<file path="config.mk">
export PLATFORM = sky130hd
export DESIGN_NAME = level_bitmap_mux
export DESIGN_NICKNAME = d
export VERILOG_FILES = /design/src/rtl/level_mux_pkg.sv /design/src/rtl/level_switch_fsm.sv /design/src/rtl/level_bitmap_mux.sv
export SDC_FILE = /design/constraint.sdc
export NUM_CORES = 1
export LEC_CHECK = 0
export BUFFER_PORTS_ARGS = -buffer_cell sky130_fd_sc_hd__buf_2
export CORE_UTILIZATION = 49
export DETAILED_ROUTE_END_ITERATION = 10
export PLACE_DENSITY = 0.84
export SYNTH_ARGS = -nofsm -noshare
export SYNTH_HDL_FRONTEND = slang
export SYNTH_SLANG_ARGS = --single-unit
</file>
<file path="constraint.sdc">
create_clock -name clk -period 4.2 [get_ports clk]
set_clock_uncertainty 0.2 [all_clocks]
set_input_delay 0.21 -clock clk [delete_from_list [all_inputs] [get_ports clk]]
set_output_delay 0.21 -clock clk [all_outputs]
set_load 0.1 [all_outputs]
</file>
<file path="src/rtl/level_mux_pkg.sv">
// Shared types and constants for the level bitmap selector and for game-control,
// which uses the LEVEL_* constants to drive levelCode.
package level_mux_pkg;

   typedef enum logic [1:0] {
      IDLE    = 2'd0,
      PENDING = 2'd1,
      BLANK   = 2'd2
   } lvl_sw_state_t;

   localparam int LEVEL_ONE = 0;
   localparam int LEVEL_TWO = 1;

   // Taking the code as a 32-bit value keeps the range check meaningful even when
   // NUM_LEVELS is a power of two and every encodable code is legal.
   function automatic logic code_ok(input int code, input int num_levels);
      return (code >= 0) && (code < num_levels);
   endfunction

endpackage

</file>
<file path="src/rtl/level_switch_fsm.sv">
// Level switch controller: holds the displayed level and defers every change to a
// frame boundary, optionally inserting full blank frames before the new level shows.
module level_switch_fsm
   import level_mux_pkg::*;
#(
   parameter  int NUM_LEVELS   = 4,
   parameter  int BLANK_FRAMES = 2,
   parameter  int RESET_LEVEL  = 0,
   localparam int LVL_W        = $clog2(NUM_LEVELS),
   localparam int CNT_W        = (BLANK_FRAMES > 0) ? $clog2(BLANK_FRAMES + 1) : 1
) (
   input  logic              clk,
   input  logic              resetN,
   input  logic              startOfFrame,
   input  logic              levelCodeValid,
   input  logic [LVL_W-1:0]  levelCode,
   output logic [LVL_W-1:0]  activeLevel,
   output logic              levelChanged,
   output lvl_sw_state_t     state_o
);

   lvl_sw_state_t    state_q,   state_d;
   logic [LVL_W-1:0] target_q,  target_d;
   logic [LVL_W-1:0] active_q,  active_d;
   logic [CNT_W-1:0] cnt_q,     cnt_d;
   logic             changed_q, changed_d;

   logic             req_ok;
   logic             req_same;
   logic [LVL_W-1:0] next_level;

   assign req_ok   = levelCodeValid && code_ok(int'(levelCode), NUM_LEVELS);
   assign req_same = req_ok && (levelCode == active_q);
   // A request arriving together with startOfFrame wins over the stored target.
   assign next_level = req_ok ? levelCode : target_q;

   always_comb begin
      state_d   = state_q;
      target_d  = target_q;
      active_d  = active_q;
      cnt_d     = cnt_q;
      changed_d = 1'b0;
      case (state_q)
         IDLE: begin
            if (req_ok && !req_same) begin
               target_d = levelCode;
               state_d  = PENDING;
            end
         end
         PENDING: begin
            if (req_ok) begin
               target_d = levelCode;
            end
            if (req_same) begin
               state_d = IDLE;
            end else if (startOfFrame) begin
               if (BLANK_FRAMES > 0) begin
                  state_d = BLANK;
                  cnt_d   = '0;
               end else begin
                  active_d  = next_level;
                  changed_d = 1'b1;
                  state_d   = IDLE;
               end
            end
         end
         BLANK: begin
            if (req_ok) begin
               target_d = levelCode;
            end
            if (startOfFrame) begin
               if (cnt_q == CNT_W'(BLANK_FRAMES - 1)) begin
                  active_d  = next_level;
                  changed_d = (next_level != active_q);
                  state_d   = IDLE;
               end else begin
                  cnt_d = cnt_q + CNT_W'(1);
               end
            end
         end
         default: begin
            state_d = IDLE;
         end
      endcase
   end

   always_ff @(posedge clk or negedge resetN) begin
      if (!resetN) begin
         state_q   <= IDLE;
         target_q  <= LVL_W'(RESET_LEVEL);
         active_q  <= LVL_W'(RESET_LEVEL);
         cnt_q     <= '0;
         changed_q <= 1'b0;
      end else begin
         state_q   <= state_d;
         target_q  <= target_d;
         active_q  <= active_d;
         cnt_q     <= cnt_d;
         changed_q <= changed_d;
      end
   end

   assign activeLevel  = active_q;
   assign levelChanged = changed_q;
   assign state_o      = state_q;

endmodule

</file>
<file path="src/rtl/level_bitmap_mux.sv">
// Registered selector that forwards one level's drawing request and colour into the
// display-priority chain, substituting a blank colour while a switch is blanking.
module level_bitmap_mux
   import level_mux_pkg::*;
#(
   parameter  int               NUM_LEVELS   = 4,
   parameter  int               RGB_W        = 8,
   parameter  int               BLANK_FRAMES = 2,
   parameter  logic [RGB_W-1:0] BLANK_RGB    = '0,
   parameter  int               RESET_LEVEL  = 0,
   localparam int               LVL_W        = $clog2(NUM_LEVELS)
) (
   input  logic                        clk,
   input  logic                        resetN,
   input  logic                        startOfFrame,
   input  logic                        levelCodeValid,
   input  logic [LVL_W-1:0]            levelCode,
   input  logic [NUM_LEVELS-1:0]       drawingRequest,
   input  logic [NUM_LEVELS*RGB_W-1:0] RGB,
   output logic                        drawingRequest_out,
   output logic [RGB_W-1:0]            RGBout,
   output logic [LVL_W-1:0]            activeLevel,
   output logic                        switchBusy,
   output logic                        levelChanged
);

   lvl_sw_state_t    sw_state;
   logic             sel_dr;
   logic [RGB_W-1:0] sel_rgb;
   logic             dr_q,  dr_d;
   logic [RGB_W-1:0] rgb_q, rgb_d;

   level_switch_fsm #(
      .NUM_LEVELS   (NUM_LEVELS),
      .BLANK_FRAMES (BLANK_FRAMES),
      .RESET_LEVEL  (RESET_LEVEL)
   ) u_fsm (
      .clk            (clk),
      .resetN         (resetN),
      .startOfFrame   (startOfFrame),
      .levelCodeValid (levelCodeValid),
      .levelCode      (levelCode),
      .activeLevel    (activeLevel),
      .levelChanged   (levelChanged),
      .state_o        (sw_state)
   );

   always_comb begin
      sel_dr  = 1'b0;
      sel_rgb = '0;
      for (int i = 0; i < NUM_LEVELS; i++) begin
         if (activeLevel == LVL_W'(i)) begin
            sel_dr  = drawingRequest[i];
            sel_rgb = RGB[i*RGB_W +: RGB_W];
         end
      end
   end

   // Blank frames still claim the pixel so lower-priority objects cannot show through.
   always_comb begin
      if (sw_state == BLANK) begin
         dr_d  = 1'b1;
         rgb_d = BLANK_RGB;
      end else begin
         dr_d  = sel_dr;
         rgb_d = sel_rgb;
      end
   end

   always_ff @(posedge clk or negedge resetN) begin
      if (!resetN) begin
         dr_q  <= 1'b0;
         rgb_q <= '0;
      end else begin
         dr_q  <= dr_d;
         rgb_q <= rgb_d;
      end
   end

   assign drawingRequest_out = dr_q;
   assign RGBout             = rgb_q;
   assign switchBusy         = (sw_state != IDLE);

endmodule

</file>
### Yosys cells after proc, flatten, opt, wreduce, memory -nomap -nowiden

Index checks and enable logic that the tools add are counted.

| operators by class | value |
|---|---|
| add/sub/neg operators | 1 |
| equality and inequality tests | 15 |
| mux-type cells | 27 |
| reductions and logical operators | 13 |

Operators with widths:

| cell | count |
|---|---|
| two-way mux 8 bit | 5 |
| two-way mux 2 bit | 11 |
| two-way mux 1 bit | 8 |
| != test 2 bit, second input constant | 4 |
| case mux 2 bit (2 select lines) | 2 |
| == test 2 x 1 -> 1 bit, second input constant | 3 |
| == test 2 bit, second input constant | 3 |
| case mux 2 bit (3 select lines) | 1 |
| nonzero test 2 bit | 3 |
| AND reduction 5 bit | 1 |
| logical NOT 2 bit | 2 |
| != test 2 x 1 -> 1 bit, second input constant | 2 |
| AND reduction 4 bit | 1 |
| != test 3 x 2 -> 1 bit, second input constant | 1 |
| AND reduction 3 bit | 1 |
| adder 2 x 1 -> 2 bit, second input constant | 1 |
| == test 2 bit | 1 |
| logical AND 1 bit | 2 |
| != test 2 bit | 1 |
| AND reduction 2 bit | 1 |
| OR reduction 2 bit | 1 |
| logical NOT 1 bit | 1 |

| storage, ports and cells | value |
|---|---|
| flip-flop bits (word level) | 18 |
| input bits | 42 |
| output and inout bits | 13 |
| logic and storage cells | 63 |

### Depth between registers and ports, before layout

| depth | value |
|---|---|
| depth in word-level cells | 6 |
| gate-level depth with buffers | 7 |
| depth with buffers taken out | 6 |

### By module

From an unflattened synthesis, not the netlist that was laid out.

| unflattened totals | value |
|---|---|
| cell total of the unflattened synthesis | 110 |
| area, all modules | 1137.3 um^2 |

By module, submodules not included:

| module | times used | cells an instance | area an instance (um^2) | sequential area each (um^2) |
|---|---|---|---|---|
| level_switch_fsm | 1 | 67 | 609.3 | 225.2 |
| level_bitmap_mux | 1 | 43 | 528.0 | 225.2 |

### Worst setup path after synthesis

OpenSTA, ideal clock, no wires.

| timing path | value |
|---|---|
| kind | reg2reg |
| from | register u_fsm.active_q[0] (netlist: u_fsm.activeLevel[0]) |
| to | register rgb_q[0] (netlist: RGBout[0]) |
| setup time | 0.119 ns |
| data arrival time | 1.877 ns |
| required time | 3.881 ns |
| slack | 2.004 ns |
| stages on the path, launching flop included | 4 |
| path buffers | 1 |
| period minus slack after synthesis | 2.196 ns |
| cells stage by stage | dfrtp_1 > buf_6 > mux4_2 > and2_1 |

| between the ends | value |
|---|---|
| word-level cells in the longest chain between the ends | 6 |
| elaborated cells on any way between the ends | 9 |
| those cells by class | eq/ne (3); mux (5); reduce/logical (1) |

Ends and longest elaborated chain:

| element | RTL line | source |
|---|---|---|
| start: declaration | level_switch_fsm.sv:24 | `logic [LVL_W-1:0] active_q, active_d;` |
| start signal: assignment | level_switch_fsm.sv:91 | `active_q <= LVL_W'(RESET_LEVEL);` |
| start signal: assignment | level_switch_fsm.sv:97 | `active_q <= active_d;` |
| logical NOT 2 bit | level_bitmap_mux.sv:52 | `if (activeLevel == LVL_W'(i)) begin` |
| two-way mux 8 bit (3 in a row) | level_bitmap_mux.sv:52 |  |
| two-way mux 8 bit * | level_bitmap_mux.sv:52 |  |
| two-way mux 8 bit * | level_bitmap_mux.sv:61 | `if (sw_state == BLANK) begin` |
| net rgb_d[0] | level_bitmap_mux.sv:31 | `logic [RGB_W-1:0] rgb_q, rgb_d;` |
| end signal: assignment | level_bitmap_mux.sv:76 | `rgb_q <= rgb_d;` |
| end: declaration | level_bitmap_mux.sv:31 |  |

Mark *: on every way through the listed nets, which the timed path passes. The rest lies on a longest branch.
A chain may end at the register's enable or synchronous reset.

### Final worst setup path

| timing path | value |
|---|---|
| from | register u_fsm.active_q[0] (netlist: u_fsm.activeLevel[0]) |
| to | register u_fsm.target_q[0] |

| between the ends | value |
|---|---|
| word-level cells in the longest chain between the ends | 6 |

Ends and longest elaborated chain:

| element | RTL line | source |
|---|---|---|
| == test 2 bit | level_switch_fsm.sv:33 | `assign req_same = req_ok && (levelCode == active_q);` |
| logical AND 1 bit | level_switch_fsm.sv:33 |  |
| logical NOT 1 bit | level_switch_fsm.sv:45 | `if (req_ok && !req_same) begin` |
| logical AND 1 bit | level_switch_fsm.sv:45 |  |
| != test 2 x 1 -> 1 bit (no line) | -- |  |
| AND reduction 2 bit (no line) | -- |  |
| end signal: assignment | level_switch_fsm.sv:90 | `target_q <= LVL_W'(RESET_LEVEL);` |
| end signal: assignment | level_switch_fsm.sv:96 | `target_q <= target_d;` |
| end: declaration | level_switch_fsm.sv:23 | `logic [LVL_W-1:0] target_q, target_d;` |

Every way passes these cells.

==> metrics.md <==
| Metric | Value |
|---|---|
| Syn Inst Count | `95` |
| Num CTS Buffers | `3` |
| H-Tree Depth | `1` |
| Initial antenna violation count | `0` |
| Reg2reg end | `u_fsm.target_q[0]` |
| Vias | `between 900 and 1000` |
| Worst-case reg-to-reg path depth | `4` |
| Final-report setup violation count | `0` |
| Max stage delay on crit path | `just under 0.8 ns` |
| Syn Area/Cell | `between 10 and 15 um^2` |
| Setup TNS | `0 ns` |
| Reg2reg setup slack | `2.15 ns` |
| Core area | `roughly 0.0022 mm^2` |
| R2R Path Start | `u_fsm.activeLevel[0]` |
| Crit path cell chain | `xnor2_1, and2_4, a21oi_4, mux2_4` |
| Tcrit/Tclk final | `0.4871` |
| Filler Cells Inserted | `~170` |
| Post-synth cell types | `36` |
| Clk sinks | `18` |
| Finished Layout Cells | `179` |
| DIE HEIGHT | `approximately 50 um` |
| Ys async rst share | `1.000` |
| Cell Pwr Density | `876.9 mW/mm^2` |
| Worst hold start | `levelCodeValid` |
| Setup Fix Bufs, Post-CTS | `0` |
| Reg clk slew, reported paths | `roughly 0.10 ns` |
| CP Class | `reg -> reg` |
| Horiz. Die Dim | `~50 um` |
| Number of synthesized flops with an enable pin | `0` |
| Worst path bufs/invs | `0` |
| Max Root-Sink Buffers | `2` |
| DR vias/cell | `approximately 5.4` |
| Final WL | `around 2600 um` |
| Syn Nets | `between 100 and 150` |
| Diodes inserted | `0` |
| Static leakage | `approximately 0.71 nW` |
| Final net count | `~200` |
| I/O Buffers | `54` |
| Antenna viol nets, final | `0` |
| Worst Hold Depth | `3` |
| Mapped cell area | `~0.0011 mm^2` |
| First-pass GRT wire length | `4181 um` |
| Final Hold Fails | `0` |
| DR WL/cell | `approximately 14 um` |
| Tot GR Track Use | `0.2268` |
| Congestion Overflow GR | `0` |
| Worst-Margin Slew | `0.6601 ns` |
| RSZ-0062 raised after global routing | `false` |
| Largest net degree at the start of global routing | `19` |
| # placed instances | `roughly 170` |
| Initial core utilization | `0.5146` |
| Hold Crit Class | `in -> reg` |
| Critical path's slowest cell | `dfrtp_1` |
| Status | `finished, final reports clean` |
| Main synth FF type | `dfrtp_1` |
| CTS tree | `built` |
| Startpoint Class | `flop` |
| Max-slew violation count | `0` |
| HPWL Detailed | `around 2000 um` |
| Worst vdd ir | `~0.00068 V` |
| Fmax | `roughly 500 MHz` |
| Drc violations | `0` |
| IO Pins | `between 50 and 60` |
| Final Wtd Congestion | `between 0.7 and 0.8` |
| Hold Path End | `u_fsm.state_o[0]` |
| Worst path arrival time | `around 2.0 ns` |
| Row Count | `17` |
| Max_cap viols | `0` |
| Vias in the first global route | `roughly 900` |
| Endpoint class of the critical path | `flop` |
| Root Buffer Master | `clkbuf_4` |
| Worst EP required | `about 4.2 ns` |
| Clk Latency, worst-skew pair | `about 0.29 ns` |
| YS warnings | `0` |
| Number of synthesized register bits | `18` |
| Post-synthesis sequential area ratio | `0.3996` |
| Drt pass-1 iters | `4` |
| Area of the die | `about 0.0025 mm^2` |
| Period minus WS final | `between 2 and 2.5 ns` |
| Critical-path maximum fanout | `13` |
| Initial drt markers | `33` |
| Rel. slew slack | `0.5599` |
| Area Growth Syn to Fin | `30.41%` |
| CP delay by family, top | `flip-flops` |
| Fraction of layout cells with a size suffix above 1 | `0.4768` |
## placed cells by master (no fill, tap or decap), types with 2 or more instances in the layout
| cell | netlist | routed |
|---|---|---|
| a22o_1 | 2 | 2 |
| dlygate4sd3_1 | 0 | 3 |
| clkbuf_4 | 0 | 3 |
| mux2_4 | 2 | 2 |
| nand2_1 | 7 | 7 |
| dfrtp_1 | 18 | 18 |
| mux4_2 | 8 | 8 |
| xor2_1 | 2 | 2 |
| buf_2 | 2 | 54 |
| ha_1 | 4 | 4 |
| a31oi_1 | 2 | 2 |
| a21oi_1 | 2 | 2 |
| mux2i_1 | 2 | 2 |
| xnor2_1 | 2 | 2 |
| o21ai_0 | 5 | 5 |
| inv_1 | 6 | 6 |
| and2_1 | 8 | 8 |
| nand3_1 | 2 | 2 |
## flip-flops by register name, summed over array words and instances, names as in the netlist
signal,count
RGBout,8
u_fsm.activeLevel,2
u_fsm.cnt_q,2
u_fsm.state_o,2
u_fsm.target_q,2
drawingRequest_out,1
u_fsm.levelChanged,1
## synth_stat cells (2+ instances only)
| library cell | number | share of area |
|---|---|---|
| nand3_1 | 2 | 0.0089 |
| clkbuf_1 | 2 | 0.0067 |
| and2_1 | 8 | 0.044 |
| ha_1 | 4 | 0.044 |
| a31oi_1 | 2 | 0.011 |
| a22o_1 | 2 | 0.016 |
| buf_2 | 2 | 0.0089 |
| o21ai_0 | 5 | 0.022 |
| xor2_1 | 2 | 0.016 |
| nand2_1 | 7 | 0.023 |
| mux2_4 | 2 | 0.027 |
| mux4_2 | 8 | 0.16 |
| dfrtp_1 | 18 | 0.40 |
| a21oi_1 | 2 | 0.0089 |
| mux2i_1 | 2 | 0.018 |
| xnor2_1 | 2 | 0.016 |
| inv_1 | 6 | 0.020 |
## how the worst max path moves through the flow
stage | start | end | slack [ns] | depth (start not counted)
global placement | u_fsm.activeLevel[0] | drawingRequest_out | 2.24 | 2
CTS | u_fsm.activeLevel[0] | u_fsm.target_q[0] | 2.11 | 4
floorplan | u_fsm.activeLevel[0] | RGBout[0] | 2.00 | 3
detailed placement | u_fsm.activeLevel[0] | u_fsm.target_q[0] | 2.14 | 4
global route | u_fsm.activeLevel[0] | u_fsm.target_q[0] | 1.99 | 4
finish | u_fsm.activeLevel[0] | u_fsm.target_q[0] | 2.15 | 4
## through the flow
stage,power (mW),worst slack (ns),area [um^2],util,hold WS (ns)
4_1_cts,1.291,2.109,1470,0.6710,0.07216
5_1_grt,1.350,1.986,1470,0.6710,0.08856
6_report,1.289,2.154,1470,0.6710,0.08275
3_5_place_dp,1.182,2.141,1404,0.6408,-0.04793
3_3_place_gp,1.164,2.237,1404,0.6408,-0.04734
2_1_floorplan,1.046,2.004,1127,-,-0.2856
## worst register-to-register path, stage by stage, from the launching register on
cell	delay, ns
dfrtp_1	0.78
xnor2_1	0.26
and2_4	0.22
a21oi_4	0.18
mux2_4	0.31
## cell type report
type	count	area [um^2]	share of cell area
multi-input cells	66	625.6	0.4255
flip-flops and latches	18	450.4	0.3064
repair buffers	57	300.3	0.2043
clock buffers	4	36.28	0.02468
well taps	28	35.03	0.02383
inverters	6	22.52	0.01532
## per-layer routing
metal,vias up,share of wire,track usage,wire length (um)
li1,459,-,-,-
met1,470,0.42,0.2978,1075
met2,39,0.52,0.3739,1344
met3,4,0.045,0.03704,115
met4,0,0.012,0.08571,31
met5,-,0,0,0
## where the power goes
| group | total [mW] | switching, mW | internal (mW) |
|---|---|---|---|
| sequential | 0.316 | 0.0689 | 0.247 |
| combinational | 0.868 | 0.619 | 0.249 |
| clock | 0.105 | 0.0523 | 0.0528 |
## cells by family (layout without fill, tap and decap cells)
logic type | after synthesis | count (layout) | share of synthesized area
AO/OA/AOI/OAI | 19 | 19 | 0.1221
XOR/XNOR | 4 | 4 | 0.03108
adder cells (fa/ha/maj) | 4 | 4 | 0.04440
buffers and inverters | 11 | 67 | 0.04551
flip-flops | 18 | 18 | 0.3996
multiplexers | 13 | 13 | 0.2275
AND/OR/NAND/NOR | 26 | 26 | 0.1299
## repair_timing
item / CTS / global route
gates resized for setup: 0 / 0
hold endpoints to repair: 20 / 0
hold buffers: 3 / 0
(Power assumes the default switching activity.)
